[src/rtl/inst_fetch.sv]
// Instruction fetch front end: owns the PC, drives the instruction ROM and
// buffers fetched {pc, inst} pairs in a small prefetch queue for decode.
module inst_fetch #(
    parameter logic [31:0] RESET_PC    = 32'h0000_0000,
    parameter int unsigned QUEUE_DEPTH = 2
) (
    input  logic        clk,
    input  logic        rst,
    output logic        rom_ce,
    output logic [31:0] rom_addr,
    input  logic [31:0] rom_inst,
    input  logic        br_taken,
    input  logic [31:0] br_target,
    input  logic        id_ready,
    output logic        id_valid,
    output logic [31:0] id_pc,
    output logic [31:0] id_inst
);

    localparam int unsigned PTR_W     = $clog2(QUEUE_DEPTH);
    localparam int unsigned CNT_W     = $clog2(QUEUE_DEPTH + 1);
    localparam logic [31:0] ZERO_WORD = 32'h0000_0000;

    // Elaboration-time parameter sanity
    if (QUEUE_DEPTH < 2 || (QUEUE_DEPTH & (QUEUE_DEPTH - 1)) != 0) begin : g_bad_depth
        $error("inst_fetch: QUEUE_DEPTH must be a power of 2 and >= 2");
    end
    if (RESET_PC[1:0] != 2'b00) begin : g_bad_reset_pc
        $error("inst_fetch: RESET_PC must be word aligned");
    end

    logic [31:0]      pc_q, pc_d;
    logic [CNT_W-1:0] count_q, count_d;
    logic [PTR_W-1:0] wr_ptr_q, wr_ptr_d;
    logic [PTR_W-1:0] rd_ptr_q, rd_ptr_d;
    logic [31:0]      q_pc_q   [QUEUE_DEPTH];
    logic [31:0]      q_pc_d   [QUEUE_DEPTH];
    logic [31:0]      q_inst_q [QUEUE_DEPTH];
    logic [31:0]      q_inst_d [QUEUE_DEPTH];

    logic head_valid;
    logic pop;
    logic push;

    // Handshake and fetch-enable decisions
    always_comb begin
        head_valid = (count_q != CNT_W'(0));
        pop        = ~rst & head_valid & id_ready & ~br_taken;
        push       = ~rst & ~br_taken & ((count_q < CNT_W'(QUEUE_DEPTH)) | pop);
    end

    assign rom_ce   = push;
    assign rom_addr = pc_q;

    // Head presentation; zeroed while empty or held in reset
    always_comb begin
        id_valid = ~rst & head_valid;
        id_pc    = ZERO_WORD;
        id_inst  = ZERO_WORD;
        if (id_valid) begin
            id_pc   = q_pc_q[rd_ptr_q];
            id_inst = q_inst_q[rd_ptr_q];
        end
    end

    // Next-state: redirect flushes everything, otherwise push/pop bookkeeping
    always_comb begin
        pc_d     = pc_q;
        count_d  = count_q;
        wr_ptr_d = wr_ptr_q;
        rd_ptr_d = rd_ptr_q;
        q_pc_d   = q_pc_q;
        q_inst_d = q_inst_q;

        if (br_taken) begin
            pc_d     = br_target & ~32'h0000_0003;
            count_d  = CNT_W'(0);
            wr_ptr_d = PTR_W'(0);
            rd_ptr_d = PTR_W'(0);
        end else begin
            if (push) begin
                q_pc_d[wr_ptr_q]   = pc_q;
                q_inst_d[wr_ptr_q] = rom_inst;
                wr_ptr_d           = wr_ptr_q + PTR_W'(1);
                pc_d               = pc_q + 32'd4;
            end
            if (pop) begin
                rd_ptr_d = rd_ptr_q + PTR_W'(1);
            end
            case ({push, pop})
                2'b10:   count_d = count_q + CNT_W'(1);
                2'b01:   count_d = count_q - CNT_W'(1);
                default: count_d = count_q;
            endcase
        end
    end

    always_ff @(posedge clk) begin
        if (rst) begin
            pc_q     <= RESET_PC;
            count_q  <= CNT_W'(0);
            wr_ptr_q <= PTR_W'(0);
            rd_ptr_q <= PTR_W'(0);
            for (int i = 0; i < int'(QUEUE_DEPTH); i++) begin
                q_pc_q[i]   <= ZERO_WORD;
                q_inst_q[i] <= ZERO_WORD;
            end
        end else begin
            pc_q     <= pc_d;
            count_q  <= count_d;
            wr_ptr_q <= wr_ptr_d;
            rd_ptr_q <= rd_ptr_d;
            q_pc_q   <= q_pc_d;
            q_inst_q <= q_inst_d;
        end
    end

endmodule

[config.mk]
export PLATFORM = sky130hd
export DESIGN_NAME = inst_fetch
export DESIGN_NICKNAME = d
export VERILOG_FILES = /design/src/rtl/inst_fetch.sv
export SDC_FILE = /design/constraint.sdc
export NUM_CORES = 1
export LEC_CHECK = 0
export CORE_ASPECT_RATIO = 1.25
export CORE_MARGIN = 4
export CORE_UTILIZATION = 51
export DETAILED_ROUTE_END_ITERATION = 16
export GPL_ROUTABILITY_DRIVEN = 0
export HOLD_SLACK_MARGIN = 0.1
export PLACE_DENSITY = 0.84
export REMOVE_ABC_BUFFERS = 1
export SKIP_CTS_REPAIR_TIMING = 1
export SYNTH_ARGS = -nofsm -noshare
export SYNTH_HDL_FRONTEND = slang
export SYNTH_SLANG_ARGS = --single-unit
[constraint.sdc]
create_clock -name clk -period 2.45 [get_ports clk]
set_clock_uncertainty 0.05 [all_clocks]
set_input_delay 0.3675 -clock clk [delete_from_list [all_inputs] [get_ports clk]]
set_output_delay 0.3675 -clock clk [all_outputs]
set_load 0.005 [all_outputs]
==> impl_metrics.sql, run 1 <==
INSERT INTO impl_metrics (metric_group, metric, value, unit) VALUES
('run_status', 'status', 'finished clean', ''),
('setup_path', 'critical_path_peak_fanout', '45', ''),
('drt', 'wirelength', '21710', 'µm'),
('global_route', 'first_pass_grt_wire_length', '35070', 'µm'),
('final_layout', 'area_delta_synth_final', '35.32', '%'),
('final_layout', 'layout_common_cells', 'nand2_1, clkdlybuf4s50_1, dfxtp_1, a21oi_1, nor2_1', ''),
('sta', 'tightestPinTransition', '560.1', 'ps'),
('drt', 'via_count', '7564', ''),
('placement', 'placed_cells_incl_taps', '1276', ''),
('clock_tree', 'ctsRootBufferMaster', 'clkbuf_16', ''),
('floorplanning', 'die_area', '16430', 'µm²'),
('drt', 'drt-wirelength-per-cell', '16.53', 'µm'),
('logic_synthesis', 'synth_ff_type', 'dfxtp_1', ''),
('floorplanning', 'placement_rows', '48', ''),
('logic_synthesis', 'syn-instance-count', '973', ''),
('sta', 'max-slew-margin-rel', '0.6232', ''),
('clock_tree', 'numCtsBuffers', '17', ''),
('floorplanning', 'core', '13990', 'µm²'),
('sta', 'layout_worst_path_cycle_share', '0.9471', ''),
('sta', 'setup_violations', '0', ''),
('drt', 'detail-route-antenna-nets', '0', ''),
('drt', 'drc_errors', '0', ''),
('setup_path', 'critical_path.slowest_cell', 'clkdlybuf4s50_1', ''),
('sta', 'fmaxAchievable', '0.4310', 'GHz'),
('sta', 'grt_setup_unrepaired', 'no', ''),
('min_path', 'hold_class', 'in2reg', ''),
('setup_path', 'critical_path.startpoint_type', 'flip-flop', ''),
('logic_synthesis', 'synth_fa_ha_area_frac', '0.003399', ''),
('clock_tree', 'clkSinkCount', '158', ''),
('floorplanning', 'io_pins', '166', ''),
('setup_path', 'setup.worst_path.end_class', 'output pin', ''),
('logic_synthesis', 'syn_area', '7362', 'µm²'),
('floorplanning', 'dieWidth', '115.5', 'µm'),
('logic_synthesis', 'synth_xor_area_frac', '0.007138', ''),
('setup_path', 'critPathArrivalTime', '1900', 'ps'),
('job', 'max_cap_violations', '0', ''),
('setup_path', 'critical-path-max-stage-delay', '530', 'ps'),
('logic_synthesis', 'synthMuxAreaShare', '0.08430', ''),
('logic_synthesis', 'synth.ff_latch_count', '158', ''),
('setup_path', 'setup.worst_path.class', 'reg2out', ''),
('drt', 'drt-vias-per-instance', '5.761', ''),
('sta', 'setup_ws', '129.7', 'ps'),
('clock_tree', 'max-clock-path-buffers', '2', ''),
('sta', 'finalHoldViolations', '0', ''),
('final_layout', 'drive_gt1_frac', '0.08348', ''),
('global_route', 'initial_antenna_violation_count', '0', ''),
('setup_path', 'critical_path.n_buffers_inverters', '2', ''),
('logic_synthesis', 'synth-warning-count', '0', ''),
('pwr', 'irDropWorstVdd', '0.3752', 'mV'),
('sta', 'number_of_max_slew_violations_in_the_final_report', '0', ''),
('global_route', 'grt_usage', '0.2635', ''),
('placement', 'dpl.hpwl', '14310', 'µm'),
('setup_path', 'worst-endpoint-required', '2030', 'ps'),
('final_layout', 'antennaDiodeCount', '0', ''),
('clock_tree', 'cts_max_level', '4', ''),
('logic_synthesis', 'synth_enable_flop_cells', '0', ''),
('pwr', 'totalPowerFinal', '6.002', 'mW'),
('logic_synthesis', 'synthDistinctLibCells', '57', ''),
('logic_synthesis', 'synthesis.area_per_instance', '7.566', 'µm²'),
('final_layout', 'mostFrequentLayoutCell', 'nand2_1', ''),
('floorplanning', 'start_util', '0.5261', ''),
('final_layout', 'final_instance_area', '9962', 'µm²'),
('setup_path', 'critical_path.top_delay_family', 'buffers and inverters', ''),
('logic_synthesis', 'seq_area_frac_synth', '0.4296', ''),
('pwr', 'power_per_cell_area', '602.5', 'nW/µm²'),
('clock_tree', 'cts.reportedPaths.clkPinSlew', '70', 'ps'),
('placement', 'placement.setup.worst_slack', '-7.313', 'ps'),
('global_route', 'grt-ovfl-total', '0', ''),
('final_layout', 'fin_util', '0.7119', ''),
('logic_synthesis', 'synth_compound_gate_area_share', '0.1528', ''),
('drt', 'detailedRoute.firstIterationViolations', '647', '');
-- Yosys cell counts, types with 7 or more instances --
cell type / count / area (µm²)
a21oi_1: 132 / 660.6
a311oi_1: 13 / 113.9
and3_1: 7 / 43.79
clkbuf_1: 68 / 255.2
dfxtp_1: 158 / 3163
mux2i_1: 62 / 620.6
nand2_1: 275 / 1032
nand3_1: 23 / 115.1
nand4_1: 16 / 100.1
nor2_1: 85 / 319.1
nor3_1: 7 / 35.03
o21ai_0: 8 / 40.04
o31ai_1: 11 / 82.58
or3_1: 9 / 56.30
or4_1: 16 / 120.1
-- metrics by stage --
stage | hold slack, ps | TNS (ps)
CTS | 204.7 | 0
detailed placement | 395.8 | -7.313
floorplan | 379.6 | -152740
global route | 232.2 | 0
finish | 226.8 | 0
global placement | 391.0 | 0
-- power breakdown --
group | switching (mW) | internal [mW]
combinational | 0.306 | 0.299
sequential | 0.0808 | 2.65
clock | 1.12 | 1.55
total | 1.50 | 4.50
-- worst reg2reg max path, cell delays in order, from the launching register on --
cell and delay, ps:
dfxtp_1 500, and4_1 420, nand4_1 320, or4_1 560, a311oi_1 250
-- registers in the layout (all words and copies together) (netlist names) --
register	cells
q_inst_q	64
q_pc_q	60
rom_addr	30
count_q	2
rd_ptr_q	1
wr_ptr_q	1
-- kinds of logic after synthesis --
group           Yosys count
mux                      62
fa+ha+maj                 2
other cells               1
compound gates          192
simple gates            464
buf+inv                  88
flops                   158
xor+xnor                  6
-- layout make-up --
cell class	count	area (µm²)
inverter	7	26.28
multi-input combinational	730	3874
clock buffer	18	439.2
tap	175	219.0
fill	1127	4031
clock inverter	14	157.7
timing repair buffer	211	2079
sequential	158	3167
-- per-layer routing --
| layer | share of wire | vias to the layer above | routed length (µm) | global-route usage |
|---|---|---|---|---|
| met5 | 0 | - | 0 | 0 |
| met4 | 0.033 | 0 | 713 | 0.1131 |
| met3 | 0.065 | 66 | 1421 | 0.04636 |
| met2 | 0.50 | 319 | 10780 | 0.4540 |
| met1 | 0.40 | 3544 | 8788 | 0.3212 |
| li1 | - | 3635 | - | - |
-- path summary, 6_finish.rpt --
| path | start | endpoint | slack, ps | depth (start not counted) |
|---|---|---|---|---|
| max | count_q[1]$_SDFFE_PP0P_ | id_pc[9] | 130 | 4 |
| min | rst | rom_addr[16]$_SDFFE_PP0P_ | 230 | 2 |
| max reg2reg | rom_addr[6]$_SDFFE_PP0P_ | rom_addr[17]$_SDFFE_PP0P_ | 250 | 4 |
| min reg2reg | q_inst_q[33]$_SDFFE_PP0P_ | q_inst_q[33]$_SDFFE_PP0P_ | 400 | 2 |
(Power assumes the default switching activity.)
==> inputs of run 2 (changes only) <==
--- a/config.mk
+++ b/config.mk
@@ -14,6 +14,7 @@
 export PLACE_DENSITY = 0.84
 export REMOVE_ABC_BUFFERS = 1
 export SKIP_CTS_REPAIR_TIMING = 1
+export SLEW_MARGIN = 20
 export SYNTH_ARGS = -nofsm -noshare
 export SYNTH_HDL_FRONTEND = slang
 export SYNTH_SLANG_ARGS = --single-unit
==> results of run 2 <==
Same layout as run 1: the final DEF is identical, and so are final timing and power.
